### src/rtl/alu_issue_pkg.sv
// Shared types for the ALU issue stage: RV32I opcodes, ALU function codes and the issue packet.
package alu_issue_pkg;

  localparam logic [6:0] OPC_OP     = 7'b0110011;
  localparam logic [6:0] OPC_OP_IMM = 7'b0010011;
  localparam logic [6:0] OPC_LUI    = 7'b0110111;
  localparam logic [6:0] OPC_AUIPC  = 7'b0010111;

  localparam logic [6:0] F7_BASE = 7'b0000000;
  localparam logic [6:0] F7_ALT  = 7'b0100000;

  typedef enum logic [2:0] {
    ALU_ADD  = 3'b000,
    ALU_SLL  = 3'b001,
    ALU_SLT  = 3'b010,
    ALU_SLTU = 3'b011,
    ALU_XOR  = 3'b100,
    ALU_SR   = 3'b101,
    ALU_OR   = 3'b110,
    ALU_AND  = 3'b111
  } alu_func_e;

  typedef struct packed {
    logic [31:0] a;
    logic [31:0] b;
    alu_func_e   func;
    logic        control;
    logic [4:0]  rd;
    logic        illegal;
  } issue_pkt_t;

  function automatic logic [31:0] sext12(input logic [11:0] v);
    return {{20{v[11]}}, v};
  endfunction

  function automatic logic [31:0] zext5(input logic [4:0] v);
    return {27'b0, v};
  endfunction

endpackage

### src/rtl/alu_issue_if.sv
// Decode-to-ALU issue handshake bundle; slave is the issue stage, master drives it.
interface alu_issue_if;
  logic        in_valid;
  logic        in_ready;
  logic [31:0] in_instr;
  logic [31:0] in_pc;
  logic [31:0] in_rs1_data;
  logic [31:0] in_rs2_data;
  logic        out_valid;
  logic        out_ready;
  logic [31:0] out_a;
  logic [31:0] out_b;
  logic [2:0]  out_func;
  logic        out_control;
  logic [4:0]  out_rd;
  logic        out_illegal;

  modport slave (
    input  in_valid, in_instr, in_pc, in_rs1_data, in_rs2_data, out_ready,
    output in_ready, out_valid, out_a, out_b, out_func, out_control, out_rd, out_illegal
  );

  modport master (
    output in_valid, in_instr, in_pc, in_rs1_data, in_rs2_data, out_ready,
    input  in_ready, out_valid, out_a, out_b, out_func, out_control, out_rd, out_illegal
  );
endinterface

### src/rtl/alu_issue_decode.sv
// Combinational RV32I ALU-class decode: instruction, PC and register values to an issue packet.
module alu_issue_decode
  import alu_issue_pkg::*;
(
  input  logic [31:0] instr,
  input  logic [31:0] pc,
  input  logic [31:0] rs1,
  input  logic [31:0] rs2,
  output issue_pkt_t  pkt
);

  logic [6:0]  opcode;
  logic [6:0]  funct7;
  logic [2:0]  funct3;
  logic [31:0] imm_i;
  logic [31:0] imm_u;
  logic [31:0] shamt;

  assign opcode = instr[6:0];
  assign funct3 = instr[14:12];
  assign funct7 = instr[31:25];
  assign imm_i  = sext12(instr[31:20]);
  assign imm_u  = {instr[31:12], 12'b0};
  assign shamt  = zext5(instr[24:20]);

  // Defaults are the illegal-packet shape; each legal encoding overrides what it needs.
  always_comb begin
    pkt = '{a: rs1, b: '0, func: ALU_ADD, control: 1'b0, rd: instr[11:7], illegal: 1'b0};
    case (opcode)
      OPC_OP: begin
        if (funct7 == F7_BASE ||
            (funct7 == F7_ALT && (funct3 == 3'b000 || funct3 == 3'b101))) begin
          pkt.b       = rs2;
          pkt.func    = alu_func_e'(funct3);
          pkt.control = instr[30];
        end else begin
          pkt.illegal = 1'b1;
        end
      end
      OPC_OP_IMM: begin
        case (funct3)
          3'b001: begin
            if (funct7 == F7_BASE) begin
              pkt.b    = shamt;
              pkt.func = ALU_SLL;
            end else begin
              pkt.illegal = 1'b1;
            end
          end
          3'b101: begin
            if (funct7 == F7_BASE) begin
              pkt.b    = shamt;
              pkt.func = ALU_SR;
            end else if (funct7 == F7_ALT) begin
              pkt.b       = shamt;
              pkt.func    = ALU_SR;
              pkt.control = 1'b1;
            end else begin
              pkt.illegal = 1'b1;
            end
          end
          default: begin
            pkt.b    = imm_i;
            pkt.func = alu_func_e'(funct3);
          end
        endcase
      end
      OPC_LUI: begin
        pkt.a = '0;
        pkt.b = imm_u;
      end
      OPC_AUIPC: begin
        pkt.a = pc;
        pkt.b = imm_u;
      end
      default: begin
        pkt.illegal = 1'b1;
      end
    endcase
  end

endmodule

### src/rtl/alu_issue.sv
// ALU issue stage: one register stage between decode and ALU with valid/ready on both sides.
// Build option ALU_ISSUE_SKID_EN adds a skid entry so in_ready is registered.
module alu_issue
  import alu_issue_pkg::*;
(
  input  logic        clk,
  input  logic        rst_n,
  alu_issue_if.slave  bus
);

  issue_pkt_t dec_pkt;
  issue_pkt_t out_q;
  logic       out_valid_q;
  logic       accept;
  logic       drain;

  alu_issue_decode u_decode (
    .instr (bus.in_instr),
    .pc    (bus.in_pc),
    .rs1   (bus.in_rs1_data),
    .rs2   (bus.in_rs2_data),
    .pkt   (dec_pkt)
  );

  assign accept = bus.in_valid && bus.in_ready;
  assign drain  = out_valid_q && bus.out_ready;

`ifdef ALU_ISSUE_SKID_EN
  issue_pkt_t skid_q;
  logic       skid_valid_q;

  // Ready depends only on the skid flag, so out_ready never reaches in_ready combinationally.
  assign bus.in_ready = rst_n && !skid_valid_q;

  always_ff @(posedge clk or negedge rst_n) begin
    if (!rst_n) begin
      out_valid_q  <= 1'b0;
      out_q        <= '0;
      skid_valid_q <= 1'b0;
      skid_q       <= '0;
    end else if (skid_valid_q) begin
      if (drain) begin
        out_q        <= skid_q;
        skid_valid_q <= 1'b0;
      end
    end else if (accept) begin
      if (!out_valid_q || bus.out_ready) begin
        out_q       <= dec_pkt;
        out_valid_q <= 1'b1;
      end else begin
        skid_q       <= dec_pkt;
        skid_valid_q <= 1'b1;
      end
    end else if (drain) begin
      out_valid_q <= 1'b0;
    end
  end
`else
  assign bus.in_ready = rst_n && (!out_valid_q || bus.out_ready);

  always_ff @(posedge clk or negedge rst_n) begin
    if (!rst_n) begin
      out_valid_q <= 1'b0;
      out_q       <= '0;
    end else if (accept) begin
      out_q       <= dec_pkt;
      out_valid_q <= 1'b1;
    end else if (drain) begin
      out_valid_q <= 1'b0;
    end
  end
`endif

  assign bus.out_valid   = out_valid_q;
  assign bus.out_a       = out_q.a;
  assign bus.out_b       = out_q.b;
  assign bus.out_func    = out_q.func;
  assign bus.out_control = out_q.control;
  assign bus.out_rd      = out_q.rd;
  assign bus.out_illegal = out_q.illegal;

endmodule

### src/flat_wrapper.sv
// flat-port wrapper written by rule: the top's interface ports become plain ports
module alu_issue_flat import alu_issue_pkg::*;
  (clk, rst_n, bus_in_valid, bus_in_instr, bus_in_pc, bus_in_rs1_data, bus_in_rs2_data, bus_out_ready, bus_in_ready, bus_out_valid, bus_out_a, bus_out_b, bus_out_func, bus_out_control, bus_out_rd, bus_out_illegal);
  alu_issue_if bus_i ();
  input  logic clk;
  input  logic rst_n;
  input wire logic [$bits(bus_i.in_valid)-1:0] bus_in_valid;
  input wire logic [$bits(bus_i.in_instr)-1:0] bus_in_instr;
  input wire logic [$bits(bus_i.in_pc)-1:0] bus_in_pc;
  input wire logic [$bits(bus_i.in_rs1_data)-1:0] bus_in_rs1_data;
  input wire logic [$bits(bus_i.in_rs2_data)-1:0] bus_in_rs2_data;
  input wire logic [$bits(bus_i.out_ready)-1:0] bus_out_ready;
  output wire logic [$bits(bus_i.in_ready)-1:0] bus_in_ready;
  output wire logic [$bits(bus_i.out_valid)-1:0] bus_out_valid;
  output wire logic [$bits(bus_i.out_a)-1:0] bus_out_a;
  output wire logic [$bits(bus_i.out_b)-1:0] bus_out_b;
  output wire logic [$bits(bus_i.out_func)-1:0] bus_out_func;
  output wire logic [$bits(bus_i.out_control)-1:0] bus_out_control;
  output wire logic [$bits(bus_i.out_rd)-1:0] bus_out_rd;
  output wire logic [$bits(bus_i.out_illegal)-1:0] bus_out_illegal;
  assign bus_i.in_valid = bus_in_valid;
  assign bus_i.in_instr = bus_in_instr;
  assign bus_i.in_pc = bus_in_pc;
  assign bus_i.in_rs1_data = bus_in_rs1_data;
  assign bus_i.in_rs2_data = bus_in_rs2_data;
  assign bus_i.out_ready = bus_out_ready;
  assign bus_in_ready = bus_i.in_ready;
  assign bus_out_valid = bus_i.out_valid;
  assign bus_out_a = bus_i.out_a;
  assign bus_out_b = bus_i.out_b;
  assign bus_out_func = bus_i.out_func;
  assign bus_out_control = bus_i.out_control;
  assign bus_out_rd = bus_i.out_rd;
  assign bus_out_illegal = bus_i.out_illegal;
  alu_issue u_core (.clk(clk), .rst_n(rst_n), .bus(bus_i));
endmodule
### config.mk
export PLATFORM = sky130hd
export DESIGN_NAME = alu_issue_flat
export DESIGN_NICKNAME = d
export VERILOG_FILES = /design/src/rtl/alu_issue_pkg.sv /design/src/rtl/alu_issue_if.sv /design/src/rtl/alu_issue_decode.sv /design/src/rtl/alu_issue.sv /design/src/flat_wrapper.sv
export SDC_FILE = /design/constraint.sdc
export NUM_CORES = 1
export LEC_CHECK = 0
export BUFFER_PORTS_ARGS = -buffer_cell sky130_fd_sc_hd__buf_2
export CAP_MARGIN = 30
export CORE_MARGIN = 2
export CORE_UTILIZATION = 48
export CTS_CLUSTER_DIAMETER = 120
export DETAILED_ROUTE_END_ITERATION = 7
export PLACE_DENSITY = 0.89
export SETUP_SLACK_MARGIN = 0.1
export SYNTH_ARGS = -nofsm -noshare
export SYNTH_HDL_FRONTEND = slang
export SYNTH_SLANG_ARGS = --single-unit
export TNS_END_PERCENT = 50
### constraint.sdc
create_clock -name clk -period 4.3 [get_ports clk]
set_input_delay 0.215 -clock clk [delete_from_list [all_inputs] [get_ports clk]]
set_output_delay 0.215 -clock clk [all_outputs]
set_load 0.01 [all_outputs]
Yosys cells after proc, flatten, opt, wreduce, memory -nomap -nowiden
Cells that the tools add are included.

word-level totals
  word-level logic and storage cells = 44
  memories = 0
  flip-flop bits (word level) = 75
  bits in latches = 0
  RAM bits = 0
  output and inout bits = 76
  memory bits (read-only) = 0
  bits of input ports = 132

cells by class
  multipliers = 0
  muxes and demuxes = 18
  magnitude comparators = 0
  add/sub/neg operators = 0
  reductions and logical operators = 12
  equality and inequality tests = 7
  div/mod/pow operators = 0
  shift-type cells = 0
  bitwise operators = 0

operator list
  kind                                            number
  case mux 32 bit (3 select lines)                1
  case mux 35 bit (2 select lines)                1
  case mux 32 bit (2 select lines)                1
  two-way mux 36 bit                              1
  == test 7 x 6 -> 1 bit (second input constant)  3
  two-way mux 8 bit                               2
  == test 7 x 5 -> 1 bit (second input constant)  2
  two-way mux 9 bit                               1
  two-way mux 1 bit                               8
  case mux 4 bit (2 select lines)                 1
  logical NOT 7 bit                               1
  logical AND 1 bit                               4
  == test 3 x 1 -> 1 bit (second input constant)  1
  == test 3 bit (second input constant)           1
  logical NOT 3 bit                               1
  logical OR 1 bit                                3
  case mux 1 bit (3 select lines)                 1
  case mux 1 bit (2 select lines)                 1
  nonzero test 2 bit                              1
  OR reduction 2 bit                              1
  logical NOT 1 bit                               1

Longest topological paths before layout
Gate-level depths: netlist of the first run.

  depth in word-level cells = 6
  gate-level depth with buffers = 8
  depth with buffers taken out = 5

Modules after synthesis
A second synthesis of the first run with hierarchy kept.

unflattened totals
  cells, all modules = 313
  area, all modules = 4,391.7 sq um

by module, submodules not included
  module            area an instance (sq um)  seq. area each (sq um)  instances  cells an instance
  alu_issue         3,126.7                   1,876.8                 1          162
  alu_issue_decode  1,265.0                   0.0                     1          151

Worst setup path after synthesis of the first run
OpenSTA, ideal clock, no wires.

  path kind = reg-to-reg
  start = register u_core.out_valid_q, in the netlist u_core.bus.out_valid
  end = register u_core.out_q, in the netlist u_core.bus.out_b[10]
  stages on the path, launching flop included = 7
  required time = 4.234 ns
  period minus slack after synthesis = 1.589 ns
  slack = 2.711 ns
  setup time = 0.066 ns
  path buffers = 1
  arrival = 1.523 ns
  cells stage by stage = dfrtp_1 nand2b_1 nand3_1 or3_4 nor3_4 buf_6 a221o_1

on the way
  word-level cells in the longest chain between the ends = 4

ends and longest elaborated chain
  item                    line             RTL
  from (decl)             alu_issue.sv:13  logic out_valid_q;
  from (signal assigned)  alu_issue.sv:63  out_valid_q <= 1'b0;
  from (signal assigned)  alu_issue.sv:67  out_valid_q <= 1'b1;
  from (signal assigned)  alu_issue.sv:69  out_valid_q <= 1'b0;
  logical NOT 1 bit       alu_issue.sv:59  assign bus.in_ready = rst_n && (!out_valid_q || bus.out_ready);
  logical OR 1 bit        alu_issue.sv:59
  logical AND 1 bit       alu_issue.sv:59
  logical AND 1 bit       alu_issue.sv:25  assign accept = bus.in_valid && bus.in_ready;
  to (signal assigned)    alu_issue.sv:66  out_q <= dec_pkt;
  to (decl)               alu_issue.sv:12  issue_pkt_t out_q;

Every way passes these cells.
A chain may end at the register's enable or synchronous reset.

Worst setup path in the final report of the first run
  start = input rst_n
  end = register u_core.out_q, in the netlist u_core.bus.out_illegal

on the way
  word-level cells in the longest chain between the ends = 2

ends and longest elaborated chain
  item               line               RTL
  from (decl)        flat_wrapper.sv:6  input logic rst_n;
  logical AND 1 bit  alu_issue.sv:59
  logical AND 1 bit  alu_issue.sv:25

Every way passes these cells.

==> flow_summary.json, run 1 <==
{
  "outcome": "completed",
  "place_hpwl_um": 7850,
  "vias_per_cell": 5.46,
  "gp_congestion": 0.886,
  "dr.pass1.iters": 4,
  "start_util_pct": 49.2,
  "root_buffer": "clkbuf_8",
  "yosysWarnings": 0,
  "cts_resized": 0,
  "io_pins": 208,
  "layout.nets": 736,
  "layout_commonest_cell": "buf_2",
  "coreArea_mm2": 0.00769,
  "drt_iter0_drc": 182,
  "cts_tree": "built",
  "grt_max_degree": 110,
  "htree_levels": 3,
  "clk_latency_ns": 0.34,
  "syn-num-nets": 548,
  "cts_max_path_buffers": 2,
  "antenna_found_initial": 0,
  "grt_pass1_wl_um": 17600,
  "cap_violations": 0,
  "hold_buffers": 0,
  "die_h_um": 92.7,
  "syn2layout_area_growth_pct": 34.3,
  "clock-sinks": 75,
  "setup_viol_count_final": 0,
  "cts_buffers": 9,
  "synth_seq_cells": 75,
  "final_cell_area_mm2": 0.00507,
  "dr_total_vias": 3879,
  "timing.hold.ws_ns": 0.0741,
  "pwr_density_cell_mw_per_mm2": 327,
  "worstPathArrival_ns": 2.67,
  "required_ns": 4.52,
  "wirelength_um": 11000,
  "path_clk_slew_ns": 0.09,
  "synth.avg_cell_area_um2": 9.09,
  "end_kind": "flip-flop",
  "wl_per_cell_um": 15.5,
  "timing.slew.headroom_pct": 35.8,
  "synthFlopType": "dfrtp_1",
  "tightest_slew_ns": 0.964,
  "num_antenna_cells": 0,
  "ir_worst_vdd_uv": 157,
  "grt-ovfl-total": 0,
  "finalHoldViolations": 0,
  "floorplan.die_area_mm2": 0.00860,
  "drive_above_1_share_pct": 38.9,
  "grt_pass1_vias": 3647,
  "holdCritPathClass": "input pin to flip-flop",
  "rows": 32,
  "rsz0062_at_grt": "no",
  "min_period_ns": 2.45,
  "p_leak_nw": 2.83,
  "path_class": "input pin to flip-flop",
  "power_mw": 1.66,
  "period_share_pct": 56.9,
  "start_kind": "input pin",
  "cts_setup_buffers": 0,
  "synth_area_mm2": 0.00378,
  "synth_edf_count": 0,
  "yosysSeqAreaShare_pct": 49.7,
  "grt_usage_pct": 25.6,
  "fp.dieW_um": 92.7,
  "fmax_mhz": 408,
  "synth.distinct_cells": 31,
  "synthArstFlopShare_pct": 100,
  "portBuffers": 207,
  "mostFrequentLayoutCells": "206 x buf_2, 75 x dfrtp_1, 65 x nand3_1, 51 x nand2_1, 34 x inv_1",
  "path_max_fanout": 39,
  "instances_no_fill": 711,
  "finalMaxSlewViolations": 0,
  "ant_nets": 0,
  "tns_ns": 0,
  "dp.cells": 693,
  "drc": 0,
  "fin_worst_skew_ns": 0.0112,
  "dpl_cell_area_mm2": 0.00484,
  "syn-instance-count": 416
}
## logic make-up after synthesis
family,count (synthesis),synth area share [%]
AND/OR/NAND/NOR,205,28.8
flip-flops,75,49.7
buffers and inverters,71,7.98
AO/OA/AOI/OAI,64,13.3
XOR/XNOR,1,0.232
## cell type report
cell class | count | area (um^2)
clock inverters | 6 | 71.3
inverters | 34 | 128
repair buffers | 214 | 1110
well taps | 102 | 128
clock buffers | 10 | 138
multi-input cells | 270 | 1620
fillers | 643 | 2610
flip-flops and latches | 75 | 1880
## critical path, stage by stage
cell	delay, ns
dlygate4sd3_1	0.55
buf_4	0.14
buf_4	0.42
buf_12	0.28
and3_1	0.22
nand2_1	0.40
a21oi_1	0.30
a21oi_1	0.11
## per-layer routing
metal / global-route usage [%] / wire [um]
met2: 41.0 / 5580
met5: 0 / 0
met4: 11.5 / 280
met3: 4.56 / 655
met1: 34.2 / 4500
## sequential cells by signal (all words and copies together), names as in the netlist
| name | count |
|---|---|
| u_core.bus.out_control | 1 |
| u_core.bus.out_valid | 1 |
| u_core.bus.out_illegal | 1 |
| u_core.bus.out_func | 3 |
| u_core.bus.out_a | 32 |
| u_core.bus.out_b | 32 |
| u_core.bus.out_rd | 5 |
## path summary, 6_finish.rpt
| check | from | to | slack, ns | cells past startpoint |
|---|---|---|---|---|
| worst max register to register | u_core.bus.out_valid | u_core.bus.out_b[3] | 2.08 | 6 |
| worst min register to register | u_core.bus.out_a[1] | u_core.bus.out_a[1] | 0.47 | 2 |
| max in group asynchronous | rst_n | u_core.bus.out_func[1] | 3.17 | 4 |
| worst min-delay path | bus_in_instr[10] | u_core.bus.out_rd[3] | 0.07 | 3 |
| min in group asynchronous | rst_n | u_core.bus.out_b[21] | 0.54 | 3 |
| worst max-delay path | rst_n | u_core.bus.out_illegal | 1.85 | 8 |
## where the power goes
| group | leakage, nW | switching [mW] | total (mW) | internal, mW |
|---|---|---|---|---|
| Combinational | 1.75 | 0.175 | 0.303 | 0.128 |
| Clock | 0.0995 | 0.271 | 0.560 | 0.289 |
| Sequential | 0.983 | 0.0313 | 0.796 | 0.765 |
| Total | 2.83 | 0.477 | 1.66 | 1.18 |
## synthesized netlist by cell type, drive strengths merged, types with 3 or more instances
cell type	n	share of area, %
dfrtp	75	50
a221o	32	8.5
nand3	66	8.7
nand2b	3	0.50
inv	34	3.4
and3	6	0.99
buf	17	2.6
nand2	54	5.6
nor2	23	2.3
or4	32	6.4
and2	9	1.5
a21oi	22	2.9
clkbuf	20	2.0
nor3	5	1.3
o21ai	4	0.53
## through the flow
stage | setup WS, ns | utilization (%)
floorplan | 2.71 | -
global placement | 1.99 | 62.7
detailed placement | 1.99 | 62.9
CTS | 2.08 | 65.6
global route | 1.66 | 66.0
finish | 1.85 | 66.0
Note: power is estimated with default switching activity, not from simulation.
==> inputs of run 2 (changes only) <==
CORE_UTILIZATION = 40   (was 48)
PLACE_DENSITY = 0.8   (was 0.89)
clock period = 2.2 ns   (was 4.3 ns; I/O delays follow)
==> run 2 against run 1 <==
Net effect: clock skew is 0.0025 ns higher; critical path depth decreased by 2; clock-buffer cell count unchanged; worst hold slack worse by 0.051 ns; first-iteration DRC count down 10%; routed wire length up 9.0%; global-route usage is 2.7 points lower; sequential power up 96%.
==> flow_summary.json, run 2 (synthesis results as in run 1) <==
{
  "fmax_mhz": 562,
  "rows": 35,
  "min_period_ns": 1.78,
  "worstPathArrival_ns": 1.99,
  "root_buffer": "clkbuf_8",
  "path_class": "flip-flop to flip-flop",
  "num_antenna_cells": 0,
  "dr_total_vias": 4082,
  "start_kind": "flip-flop",
  "cp.depth": 6,
  "cp_top_family": "simple AND/OR/NAND/NOR gates",
  "worstReg2RegEnd": "u_core.bus.out_b[0]",
  "coreArea_mm2": 0.00920,
  "vias_per_cell": 5.32,
  "clock-sinks": 75,
  "r2r_slack_ns": 0.42,
  "io_pins": 208,
  "layout_commonest_cell": "buf_2",
  "seq_area_mm2": 0.00188,
  "p_leak_nw": 3.06,
  "drt_iter0_drc": 163,
  "grt_usage_pct": 22.9,
  "grt_pass1_vias": 4031,
  "ir_worst_vdd_uv": 378,
  "fin_worst_skew_ns": 0.0137,
  "cp_num_buf_inv": 1,
  "drc": 0,
  "drive_above_1_share_pct": 36.5,
  "final_cell_area_mm2": 0.00561,
  "required_ns": 2.41,
  "holdCritPathClass": "input pin to flip-flop",
  "clk_latency_ns": 0.34,
  "floorplan.die_area_mm2": 0.0102,
  "finalMaxSlewViolations": 0,
  "path_max_fanout": 52,
  "dpl_cell_area_mm2": 0.00489,
  "outcome": "completed",
  "fillCellCount": 804,
  "r2r_cells": 6,
  "grt_pass1_wl_um": 18800,
  "ant_nets": 0,
  "r2r_start": "u_core.bus.out_valid",
  "cts_tree": "built",
  "die_h_um": 101,
  "fp.dieW_um": 101,
  "htree_levels": 3,
  "cts_buffers": 9,
  "tightest_slew_ns": 0.908,
  "syn2layout_area_growth_pct": 48.3,
  "path_clk_slew_ns": 0.09,
  "setup_viol_count_final": 0,
  "path_cells": "nand2b_1 > nand3_4 > buf_4 > nor3_1 > and3_1 > a221o_1",
  "dr.pass1.iters": 4,
  "worst_slack_ns": 0.422,
  "max_stage_delay_ns": 0.42,
  "tns_ns": 0,
  "wl_per_cell_um": 15.6,
  "endpoint": "u_core.bus.out_b[0]",
  "place_hpwl_um": 8370,
  "power_mw": 3.61,
  "cap_violations": 0,
  "pwr_density_cell_mw_per_mm2": 645,
  "dp_slack_ns": 0.405,
  "fin_util_pct": 61.0,
  "start_util_pct": 41.1,
  "finalHoldViolations": 0,
  "portBuffers": 207,
  "grt-ovfl-total": 0,
  "cts_resized": 0,
  "antenna_found_initial": 0,
  "timing.slew.headroom_pct": 39.5,
  "grt_max_degree": 72,
  "rsz0062_at_grt": "no",
  "cts_max_path_buffers": 2,
  "wirelength_um": 12000,
  "cp-startpoint": "u_core.bus.out_valid",
  "gp_congestion": 0.850,
  "crit_path_top_delay_cell": "buf_4",
  "period_share_pct": 80.8,
  "multi_input_area_mm2": 0.00162,
  "mostFrequentLayoutCells": "206 x buf_2, 75 x dfrtp_1, 65 x nand3_1, 51 x nand2_1, 45 x dlygate4sd3_1",
  "layout.nets": 784,
  "end_kind": "flip-flop"
}
run 2: timing repair:
action	in CTS	in global routing
buffers inserted	0	0
hold buffers	44	1
endpoints found under the hold margin	47	1
run 2: routing by layer:
metal  GRT usage, %  vias to the layer above  part of all wire, %  routed length [um]
li1               -                     1951                    -                   -
met1           30.9                     1947                   42                5060
met2           37.4                      174                   51                6090
met3           3.59                       10                  6.0                 715
met4           8.52                        0                  1.1                 137
met5              0                        -                    0                   0
run 2: cell type report:
class	instances	share of cell area (%)
clock inverter	6	2.46
inverter	34	2.28
sequential	75	33.5
tap	111	2.48
timing repair buffer	262	28.1
clock buffer	10	2.28
multi-input combinational	270	28.9
run 2: worst min path at each step:
stage | start | endpoint | cells after the start
floorplan | rst_n | u_core.bus.out_a[0] | 0
global placement | rst_n | u_core.bus.out_control | 1
detailed placement | rst_n | u_core.bus.out_control | 1
CTS | bus_in_rs2_data[1] | u_core.bus.out_b[1] | 2
global route | bus_in_rs2_data[31] | u_core.bus.out_b[31] | 2
finish | bus_in_rs2_data[12] | u_core.bus.out_b[12] | 2
run 2: per-stage QoR:
step                      std cells  hold WS [ns]
after global routing            768       0.00147
after floorplan                 416        -0.186
after CTS                       767      0.000995
after detailed placement        707       -0.0545
final                           768        0.0228
after global placement          707       -0.0539
run 2: where the power goes:
part / leakage [nW] / total [mW] / switching (mW) / internal (mW)
clock: 0.131 / 1.40 / 0.522 / 0.873
combinational: 1.95 / 0.659 / 0.358 / 0.301
sequential: 0.983 / 1.56 / 0.0646 / 1.50
total: 3.06 / 3.61 / 0.944 / 2.67
run 2: worst register-to-register path: cells and delay by family, from the launching register on:
| kind | cells | cell delay (ns) |
|---|---|---|
| compound gates | 1 | 0.27 |
| buf+inv | 1 | 0.42 |
| flops | 1 | 0.35 |
| simple gates | 4 | 0.64 |
==> inputs of run 3 (changes only) <==
CORE_UTILIZATION = 45   (was 40)
PLACE_DENSITY = 0.85   (was 0.8)
clock period = 1.7 ns   (was 2.2 ns; I/O delays follow)
==> run 3 against run 2 <==
Net effect: clock-buffer cell count shrank 1; critical path depth is the same; power grew 21%; first-iteration DRC count grew 110%; sequential power grew 29%.
==> flow_summary.json, run 3 (synthesis results as in run 1) <==
{
  "clock-sinks": 75,
  "worstPathArrival_ns": 1.96,
  "cts_tree": "built",
  "tns_ns": 0,
  "vias_per_cell": 5.60,
  "path_class": "flip-flop to flip-flop",
  "seq_area_mm2": 0.00188,
  "worstHoldPathCells": 3,
  "worst_slack_ns": 0.0143,
  "fin_util_pct": 73.4,
  "grt_max_degree": 102,
  "grt_pass1_wl_um": 21000,
  "layout.nets": 820,
  "power_mw": 4.38,
  "worstReg2RegEnd": "u_core.bus.out_b[8]",
  "r2r_start": "u_core.bus.out_valid",
  "ir_worst_vdd_uv": 530,
  "final_cell_area_mm2": 0.00600,
  "cts_buffers": 9,
  "antenna_found_initial": 1,
  "grt_pass1_vias": 4344,
  "fillCellCount": 567,
  "coreArea_mm2": 0.00818,
  "place_hpwl_um": 8170,
  "die_h_um": 95.7,
  "dr.pass1.iters": 5,
  "cts_max_path_buffers": 2,
  "layout_commonest_cell": "buf_2",
  "mostFrequentLayoutCells": "206 x buf_2, 75 x dfrtp_1, 67 x dlygate4sd3_1, 65 x nand3_1, 51 x nand2_1",
  "grt_usage_pct": 29.7,
  "wirelength_um": 14000,
  "finalHoldViolations": 0,
  "required_ns": 1.98,
  "cap_violations": 0,
  "start_kind": "flip-flop",
  "p_leak_nw": 3.25,
  "path_max_fanout": 6,
  "drive_above_1_share_pct": 37.1,
  "timing.slew.headroom_pct": 48.4,
  "rsz0062_at_grt": "yes",
  "fmax_mhz": 593,
  "setup_viol_count_final": 0,
  "io_pins": 208,
  "end_kind": "flip-flop",
  "r2r_slack_ns": 0.01,
  "start_util_pct": 46.2,
  "period_share_pct": 99.2,
  "portBuffers": 207,
  "clk_latency_ns": 0.35,
  "pwr_density_cell_mw_per_mm2": 730,
  "htree_levels": 3,
  "rows": 33,
  "dpl_cell_area_mm2": 0.00499,
  "floorplan.die_area_mm2": 0.00915,
  "grtUsageMet2_pct": 51.5,
  "syn2layout_area_growth_pct": 58.8,
  "fp.dieW_um": 95.7,
  "grtUsageMet3_pct": 4.90,
  "drt_iter0_drc": 349,
  "holdCritPathClass": "input pin to flip-flop",
  "root_buffer": "clkbuf_8",
  "tightest_slew_ns": 0.771,
  "finalMaxSlewViolations": 0,
  "fin_worst_skew_ns": 0.0177,
  "path_clk_slew_ns": 0.09,
  "multi_input_area_mm2": 0.00163,
  "grt_busiest_layer": "met2",
  "wl_per_cell_um": 17.5,
  "gp_congestion": 0.852,
  "worstHoldStart": "bus_in_rs1_data[10]",
  "drc": 0,
  "dr_total_vias": 4478,
  "outcome": "completed",
  "hold_end": "u_core.bus.out_a[10]",
  "dp_slack_ns": -0.00900,
  "grtUsageMet1_pct": 34.5,
  "ant_nets": 0,
  "r2r_cells": 6,
  "min_period_ns": 1.69,
  "grt-ovfl-total": 0
}
[run 3: cell types whose count changed in the layout (fill, tap and decap cells not counted), sizes merged]
cell	delta
inv	+4
buf	+13
diode	+1
dlygate4sd3	+22
bufinv	-3
[run 3: worst max-delay path, cell delays in order, from the launching register on]
cell and delay [ns]:
dfrtp_1 0.42, nand2b_4 0.11, nand3_4 0.09, or3_4 0.36
buf_4 0.16, nor3_4 0.26, a221o_1 0.23
[run 3: final cells by class]
type	instances	area share (%)
Timing Repair Buffer	298	33.7
Sequential cell	75	31.3
Multi-Input combinational cell	270	27.2
Tap cell	105	2.19
Inverter	34	2.13
Clock buffer	9	2.06
Clock inverter	7	1.36
Antenna cell	1	0.0417
[run 3: layer usage]
metal	up-vias	routed length (um)
met4	0	690
met1	2063	4960
met5	-	0
li1	2034	-
met2	313	7170
met3	68	1160
[run 3: per-stage QoR]
stage	instances	hold WS, ns
floorplan	416	-0.211
global placement	709	0.141
detailed placement	709	0.153
CTS	797	0.00121
global route	799	0.0115
finish	799	0.0136
[run 3: how the worst max path moves through the flow]
stage	from	to	slack, ns	cells past startpoint
after detailed placement	bus_in_instr[13]	u_core.bus.out_b[17]	-0.009	7
after CTS	u_core.bus.out_valid	u_core.bus.out_b[6]	0.04	7
after global placement	u_core.bus.out_valid	u_core.bus.out_b[5]	0.07	6
after floorplan	u_core.bus.out_valid	u_core.bus.out_b[10]	0.11	6
after global routing	u_core.bus.out_valid	u_core.bus.out_b[8]	-0.06	7
final	u_core.bus.out_valid	u_core.bus.out_b[8]	0.01	6
[run 3: repair_timing]
| item | CTS | global route |
|---|---|---|
| hold buffers | 67 | 0 |
| gates cloned | 2 | 1 |
| setup buffers | 3 | 0 |
| pin swaps | 10 | 10 |
| endpoints found under the hold margin | 90 | 0 |
| setup endpoints to repair | 39 | 64 |
| gates resized for setup | 7 | 0 |
[run 3: where the power goes]
part / internal, mW / switching [mW] / leakage (nW)
clock: 0.705 / 0.714 / 0.107
combinational: 0.444 / 0.496 / 2.16
sequential: 1.93 / 0.0843 / 0.983
total: 3.08 / 1.29 / 3.25
